--- config.mk ---
export PLATFORM = sky130hd
export DESIGN_NAME = pipeline_if_fetch_flat
export DESIGN_NICKNAME = d
export VERILOG_FILES = /design/src/rtl/pipeline_pkg.sv /design/src/rtl/pipeline_if_fetch_if.sv /design/src/rtl/pipeline_if_fsm.sv /design/src/rtl/pipeline_if_fetch.sv /design/src/flat_wrapper.sv
export SDC_FILE = /design/constraint.sdc
export NUM_CORES = 1
export LEC_CHECK = 0
export BUFFER_PORTS_ARGS = -buffer_cell sky130_fd_sc_hd__buf_4
export CAP_MARGIN = 20
export CORE_MARGIN = 3
export CORE_UTILIZATION = 55
export CTS_BUF_LIST = sky130_fd_sc_hd__clkbuf_8
export DETAILED_ROUTE_END_ITERATION = 7
export PLACE_DENSITY = 0.9
export SETUP_SLACK_MARGIN = 0.1
export SLEW_MARGIN = 10
export SYNTH_ARGS = -nofsm -noshare
export SYNTH_HDL_FRONTEND = slang
export SYNTH_HIERARCHICAL = 1
export SYNTH_SLANG_ARGS = --single-unit
--- constraint.sdc ---
create_clock -name clk -period 4.3 [get_ports clk]
set_clock_uncertainty 0.05 [all_clocks]
set_input_delay 0.215 -clock clk [delete_from_list [all_inputs] [get_ports clk]]
set_output_delay 0.215 -clock clk [all_outputs]
set_load 0.02 [all_outputs]
--- src/rtl/pipeline_pkg.sv ---
// Shared definitions for the instruction-fetch stage: bubble instruction,
// default reset PC and the fetch FSM state encoding.
package pipeline_pkg;

    // addi x0, x0, 0 -- the canonical bubble
    localparam logic [31:0] NOP_INST         = 32'h0000_0013;
    localparam logic [31:0] DEFAULT_RESET_PC = 32'h0000_0000;

    typedef enum logic [1:0] {
        StIdle,
        StFetch,
        StHold,
        StDiscard
    } fetch_state_e;

    // Redirect targets are forced onto a word boundary.
    function automatic logic [31:0] align_word(input logic [31:0] addr);
        return addr & 32'hFFFF_FFFC;
    endfunction

endpackage

--- src/rtl/pipeline_if_fetch_if.sv ---
// Instruction-memory request/response bus used by the fetch stage.
// master: the fetch stage; slave: the instruction memory.
interface pipeline_if_fetch_if;

    logic        req;
    logic [31:0] addr;
    logic        ack;
    logic [31:0] rdata;

    modport master (
        output req,
        output addr,
        input  ack,
        input  rdata
    );

    modport slave (
        input  req,
        input  addr,
        output ack,
        output rdata
    );

endinterface

--- src/rtl/pipeline_if_fsm.sv ---
// Fetch control FSM: tracks the outstanding memory request, owns the hold
// buffer used when an instruction returns while the pipeline is stalled, and
// decodes per-cycle strobes that tell the top how to update PC and IF/ID.
module pipeline_if_fsm
    import pipeline_pkg::*;
(
    input  logic        clk,
    input  logic        rst_n,
    input  logic        pcsrc,
    input  logic        stall,
    input  logic        ack,
    input  logic [31:0] rdata,
    output logic        req,
    output logic        discarding,
    output logic [31:0] hold_buf,
    output logic        redirect,
    output logic        start_discard,
    output logic        load_valid,
    output logic        load_bubble,
    output logic        use_buf
);

    fetch_state_e state;

    // Decode what this cycle does to PC and IF/ID; redirect outranks everything.
    always_comb begin
        redirect      = 1'b0;
        start_discard = 1'b0;
        load_valid    = 1'b0;
        load_bubble   = 1'b0;
        use_buf       = 1'b0;
        unique case (state)
            StIdle: begin
                // redirect and stall are ignored while idle
            end
            StFetch: begin
                if (pcsrc) begin
                    redirect      = 1'b1;
                    start_discard = ~ack;
                end else if (ack && !stall) begin
                    load_valid = 1'b1;
                end else if (!ack && !stall) begin
                    load_bubble = 1'b1;
                end
            end
            StHold: begin
                if (pcsrc) begin
                    redirect = 1'b1;
                end else if (!stall) begin
                    load_valid = 1'b1;
                    use_buf    = 1'b1;
                end
            end
            StDiscard: begin
                // Wrong-path data is never loaded; keep inserting bubbles.
                if (pcsrc) begin
                    redirect = 1'b1;
                end else if (!stall) begin
                    load_bubble = 1'b1;
                end
            end
            default: begin
            end
        endcase
    end

    // State register with registered request and discard flags.
    always_ff @(posedge clk) begin
        if (!rst_n) begin
            state      <= StIdle;
            req        <= 1'b0;
            discarding <= 1'b0;
            hold_buf   <= '0;
        end else begin
            unique case (state)
                StIdle: begin
                    state <= StFetch;
                    req   <= 1'b1;
                end
                StFetch: begin
                    if (pcsrc) begin
                        hold_buf <= '0;
                        if (ack) begin
                            state <= StFetch;
                        end else begin
                            // Request still in flight: wait for it and drop its data.
                            state      <= StDiscard;
                            discarding <= 1'b1;
                        end
                    end else if (ack && stall) begin
                        state    <= StHold;
                        req      <= 1'b0;
                        hold_buf <= rdata;
                    end
                end
                StHold: begin
                    if (pcsrc) begin
                        state    <= StFetch;
                        req      <= 1'b1;
                        hold_buf <= '0;
                    end else if (!stall) begin
                        state <= StFetch;
                        req   <= 1'b1;
                    end
                end
                StDiscard: begin
                    if (pcsrc) begin
                        hold_buf <= '0;
                    end
                    if (ack) begin
                        state      <= StFetch;
                        discarding <= 1'b0;
                    end
                end
                default: begin
                    state      <= StIdle;
                    req        <= 1'b0;
                    discarding <= 1'b0;
                end
            endcase
        end
    end

endmodule

--- src/rtl/pipeline_if_fetch.sv ---
// Instruction-fetch stage: PC register, IF/ID pipeline register and the
// instruction-memory request path. Control lives in pipeline_if_fsm.
// Optional build macro IF_PERF_CNT_EN adds fetch_cnt / redirect_cnt outputs.
module pipeline_if_fetch #(
    parameter logic [31:0] RESET_PC = pipeline_pkg::DEFAULT_RESET_PC,
    parameter logic [31:0] NOP_INST = pipeline_pkg::NOP_INST
) (
    input  logic                clk,
    input  logic                rst_n,
    input  logic                PCSrc,
    input  logic [31:0]         target_in,
    input  logic                stall,
    pipeline_if_fetch_if.master imem,
    output logic [31:0]         PC_out_ID,
    output logic [31:0]         inst_out_ID,
    output logic                valid_out_ID,
    output logic                flush_ID_EX,
    output logic                flush_EX_MEM
`ifdef IF_PERF_CNT_EN
    ,
    output logic [31:0]         fetch_cnt,
    output logic [31:0]         redirect_cnt
`endif
);

    logic [31:0] pc_q;
    logic [31:0] old_addr_q;
    logic        req;
    logic        discarding;
    logic [31:0] hold_buf;
    logic        redirect;
    logic        start_discard;
    logic        load_valid;
    logic        load_bubble;
    logic        use_buf;

    pipeline_if_fsm u_fsm (
        .clk           (clk),
        .rst_n         (rst_n),
        .pcsrc         (PCSrc),
        .stall         (stall),
        .ack           (imem.ack),
        .rdata         (imem.rdata),
        .req           (req),
        .discarding    (discarding),
        .hold_buf      (hold_buf),
        .redirect      (redirect),
        .start_discard (start_discard),
        .load_valid    (load_valid),
        .load_bubble   (load_bubble),
        .use_buf       (use_buf)
    );

    // While discarding, the old address stays on the bus until its ack.
    assign imem.req  = req;
    assign imem.addr = discarding ? old_addr_q : pc_q;

    assign flush_ID_EX  = PCSrc;
    assign flush_EX_MEM = PCSrc;

    // PC update: redirect first, otherwise advance when an instruction is accepted.
    always_ff @(posedge clk) begin
        if (!rst_n) begin
            pc_q       <= RESET_PC;
            old_addr_q <= RESET_PC;
        end else begin
            if (start_discard) begin
                old_addr_q <= pc_q;
            end
            if (redirect) begin
                pc_q <= pipeline_pkg::align_word(target_in);
            end else if (load_valid) begin
                pc_q <= pc_q + 32'd4;
            end
        end
    end

    // IF/ID register: bubbles keep the previous PC, valid loads take PC and data.
    always_ff @(posedge clk) begin
        if (!rst_n) begin
            PC_out_ID    <= '0;
            inst_out_ID  <= NOP_INST;
            valid_out_ID <= 1'b0;
        end else if (redirect || load_bubble) begin
            inst_out_ID  <= NOP_INST;
            valid_out_ID <= 1'b0;
        end else if (load_valid) begin
            PC_out_ID    <= pc_q;
            inst_out_ID  <= use_buf ? hold_buf : imem.rdata;
            valid_out_ID <= 1'b1;
        end
    end

`ifdef IF_PERF_CNT_EN
    // Event counters: valid instructions entering IF/ID and accepted redirects.
    always_ff @(posedge clk) begin
        if (!rst_n) begin
            fetch_cnt    <= '0;
            redirect_cnt <= '0;
        end else begin
            if (load_valid) begin
                fetch_cnt <= fetch_cnt + 32'd1;
            end
            if (redirect) begin
                redirect_cnt <= redirect_cnt + 32'd1;
            end
        end
    end
`endif

endmodule

--- src/flat_wrapper.sv ---
// flat-port wrapper written by rule: the top's interface ports become plain ports
module pipeline_if_fetch_flat 
#(
    parameter logic [31:0] RESET_PC = pipeline_pkg::DEFAULT_RESET_PC,
    parameter logic [31:0] NOP_INST = pipeline_pkg::NOP_INST
)
  (clk, rst_n, PCSrc, target_in, stall, PC_out_ID, inst_out_ID, valid_out_ID, flush_ID_EX, flush_EX_MEM, imem_req, imem_addr, imem_ack, imem_rdata);
  pipeline_if_fetch_if imem_i ();
  input  logic clk;
  input  logic rst_n;
  input  logic PCSrc;
  input  logic [31:0] target_in;
  input  logic stall;
  output logic [31:0] PC_out_ID;
  output logic [31:0] inst_out_ID;
  output logic valid_out_ID;
  output logic flush_ID_EX;
  output logic flush_EX_MEM;
  output wire logic [$bits(imem_i.req)-1:0] imem_req;
  output wire logic [$bits(imem_i.addr)-1:0] imem_addr;
  input wire logic [$bits(imem_i.ack)-1:0] imem_ack;
  input wire logic [$bits(imem_i.rdata)-1:0] imem_rdata;
  assign imem_req = imem_i.req;
  assign imem_addr = imem_i.addr;
  assign imem_i.ack = imem_ack;
  assign imem_i.rdata = imem_rdata;
  pipeline_if_fetch #(.RESET_PC(RESET_PC), .NOP_INST(NOP_INST)) u_core (.clk(clk), .rst_n(rst_n), .PCSrc(PCSrc), .target_in(target_in), .stall(stall), .imem(imem_i), .PC_out_ID(PC_out_ID), .inst_out_ID(inst_out_ID), .valid_out_ID(valid_out_ID), .flush_ID_EX(flush_ID_EX), .flush_EX_MEM(flush_EX_MEM));
endmodule
==> metrics.md <==
| Metric | Value |
|---|---|
| RSZ-0062 raised after global routing | `false` |
| Reg2Reg Depth | `8` |
| Startpoint types | `flop` |
| Die Y | `122 um` |
| Worst setup EP type | `flop` |
| DRT Wirelength | `21300 um` |
| CTS tree | `done` |
| Setup violators final | `0` |
| Yosys cell types | `59` |
| Top cell type's share of synthesized area | `0.433` |
| Row count | `41` |
| Proportion of layout cells with a drive suffix above 1 | `0.235` |
| Vias in the first global route | `6999` |
| Drt first pass iters | `5` |
| Initial antenna violation count | `0` |
| Flop pwr share | `0.470` |
| Yosys reg bits | `159` |
| FF-to-FF End | `u_core/pc_q[23]` |
| Initial core utilization | `0.574` |
| Largest net degree at the start of global routing | `97` |
| Total track usage | `0.288` |
| CTS max path bufs | `2` |
| Clk root buf | `clkbuf_8` |
| First-iteration detailed-routing DRC count | `666` |
| GR Overflow Total | `0` |
| Avg WL per Cell | `17.6 um` |
| Port buffer count | `162` |
| Max-cap violations | `0` |
| Area after DPL | `8550 sq um` |
| Reg clk slew, reported paths | `0.09 ns` |
| GP Congestion | `0.903` |
| Number of diodes | `0` |
| Worst R2R Start | `u_core/u_fsm/state[1]` |
| Syn Inst Count | `860` |
| Most instantiated cells after synthesis | `159 x dfxtp_1, 120 x nand2_1, 82 x nor2_1` |
| Synthesized cell area | `7360 sq um` |
| Min-Delay Path Depth | `3` |
| Area growth syn-to-layout | `29.1%` |
| Worst-Margin Slew | `0.932 ns` |
| H-tree depth | `4` |
| Final core occ | `0.741` |
| Worst VDD drop | `247 uV` |
| Fmax | `313 MHz` |
| Vias after detailed routing | `7138` |
| Most area-consuming cells after synthesis | `dfxtp_1 43%, mux2i_1 9.4%, nand2_1 6.1%` |
| Area leader, netlist | `dfxtp_1` |
| Switching pwr | `1050 uW` |
| CP Max Fanout | `12` |
| CTS buffer count | `17` |
| Die area | `14800 sq um` |
| Rel. slew slack | `0.378` |
| Post-synth EDFFs | `0` |
| Worst Path Arrival | `3.54 ns` |
| Via density | `5.89` |
| Antenna-violating nets left | `0` |
| Share of total power in the clock network | `0.327` |
| Fin Setup TNS | `0 ns` |
| Power density over cell area | `370 nW/um^2` |
| Number of top-level pins | `169` |
| Main synth FF type | `dfxtp_1` |
| Post-synthesis sequential area ratio | `0.433` |
| Nets | `1102` |
| Async SR Flop Fraction | `0` |
| Status | `finished, final reports clean` |
| DRC viols | `0` |
| R2r setup slk | `1.10 ns` |
| Yosys warnings | `6` |
| CORE AREA | `12800 sq um` |
| Skew-Pair Late Insertion Delay | `0.46 ns` |
| Dpl hpwl | `12600 um` |
| Switching fraction of total power | `0.300` |
| Setup crit start | `u_core/u_fsm/state[1]` |
| Tcrit/Tclk final | `0.743` |
| Worst path required time | `4.64 ns` |
| Worst hold path class | `in -> reg` |
| Leakage dissipation | `0.00364 uW` |
| Clock Sinks | `159` |
| Final min period | `3.20 ns` |
| Worst setup path endpoint | `u_core/pc_q[23]` |
| Avg Synthesized Cell Area | `8.56 sq um` |
| Comb pwr share | `0.204` |
| Die Width | `122 um` |
| First-pass GRT wire length | `34200 um` |
| Max-slew violation count | `0` |
| # resized after CTS | `0` |
| Final instance area | `9500 sq um` |
| Count leader, synth | `dfxtp_1` |
| Final Hold Vio Count | `0` |
| Total internal power | `2460 uW` |
| Critical path type | `reg -> reg` |
-- cell type report --
class	instances	area [sq um]
multi-input cells	612	3810
fillers	883	3320
flip-flops and latches	159	3180
repair buffers	227	1850
clock buffers	19	262
well taps	172	215
clock inverters	13	146
inverters	9	33.8
-- per-layer routing --
metal	vias up	wire, um	GRT usage
met4	0	570	0.122
met2	311	10900	0.517
li1	3368	-	-
met5	-	0	0
met1	3407	8270	0.323
met3	52	1620	0.0720
-- worst min path at each step --
| stage | slack [ns] | start | to |
|---|---|---|---|
| detailed placement | 0.40 | u_core/PC_out_ID[16] | u_core/PC_out_ID[16] |
| global placement | 0.39 | u_core/PC_out_ID[17] | u_core/PC_out_ID[17] |
| floorplan | 0.31 | target_in[3] | u_core/pc_q[3] |
| CTS | 0.003 | target_in[18] | u_core/pc_q[18] |
| finish | 0.02 | target_in[18] | u_core/pc_q[18] |
| global route | 0.03 | target_in[7] | u_core/pc_q[7] |
-- metrics by stage --
step                      hold WS [ns]  setup slack [ns]  power [uW]  std cells
after floorplan                  0.308              1.31        2100        863
after global placement           0.393              1.19        2310       1126
after detailed placement         0.398              1.08        2330       1126
after CTS                      0.00286              1.08        3500       1210
after global routing            0.0254             0.756        3650       1211
final                           0.0159              1.10        3520       1211
-- placed cells by master (no fill, tap or decap), types with 11 or more instances in the layout --
| master | instances |
|---|---|
| a211oi_1 | 31 |
| o22ai_1 | 32 |
| o21ai_0 | 31 |
| buf_4 | 174 |
| dlygate4sd3_1 | 52 |
| mux2_2 | 27 |
| nand2_1 | 120 |
| or4_1 | 11 |
| a21oi_1 | 42 |
| nor2_1 | 82 |
| dfxtp_1 | 159 |
| mux2i_1 | 69 |
| nand4_1 | 11 |
| nand3_1 | 46 |
| clkbuf_8 | 19 |
| a31oi_1 | 15 |
| inv_1 | 11 |
-- power by group through the flow --
stage	sequential (uW)	combinational (uW)	clock [uW]
6_report	1650	716	1150
5_1_grt	1660	768	1220
4_1_cts	1650	694	1160
3_5_place_dp	1680	649	0
3_3_place_gp	1670	638	0
2_1_floorplan	1660	448	0
-- worst max-delay path, cell delays in order (launching register included) --
cell and delay, ns:
dfxtp_1 0.35, inv_1 0.12, ha_1 0.40, a21oi_1 0.15, nor4b_2 0.57, and3_1 0.37, nand3_1 0.35, or4_1 0.61
a31oi_1 0.16
-- cells by family (layout without fill, tap and decap cells) --
family          Yosys count  count (layout)  share of synthesized area
simple gates            321             321                      0.205
mux                      96              96                      0.135
other cells               1               4                   0.000510
flops                   159             159                      0.433
fa+ha+maj                 7               7                     0.0119
xor+xnor                  9               9                     0.0107
buf+inv                  92             268                     0.0536
compound gates          175             175                      0.151
-- state kept, by name, summed over array words and instances, names as in the netlist --
name and count:
u_core/u_fsm/state 2, u_core/u_fsm/discarding 1, u_core/pc_q 30, u_core/u_fsm/req 1, u_core/old_addr_q 30, u_core/inst_out_ID 32
u_core/valid_out_ID 1, u_core/PC_out_ID 30, u_core/u_fsm/hold_buf 32
-- repair_timing --
| item | CTS | global route |
|---|---|---|
| buffers inserted | 0 | 0 |
| hold buffers | 52 | 0 |
| hold endpoints to repair | 52 | 0 |
No activity file was read; power rests on OpenSTA's default activity.
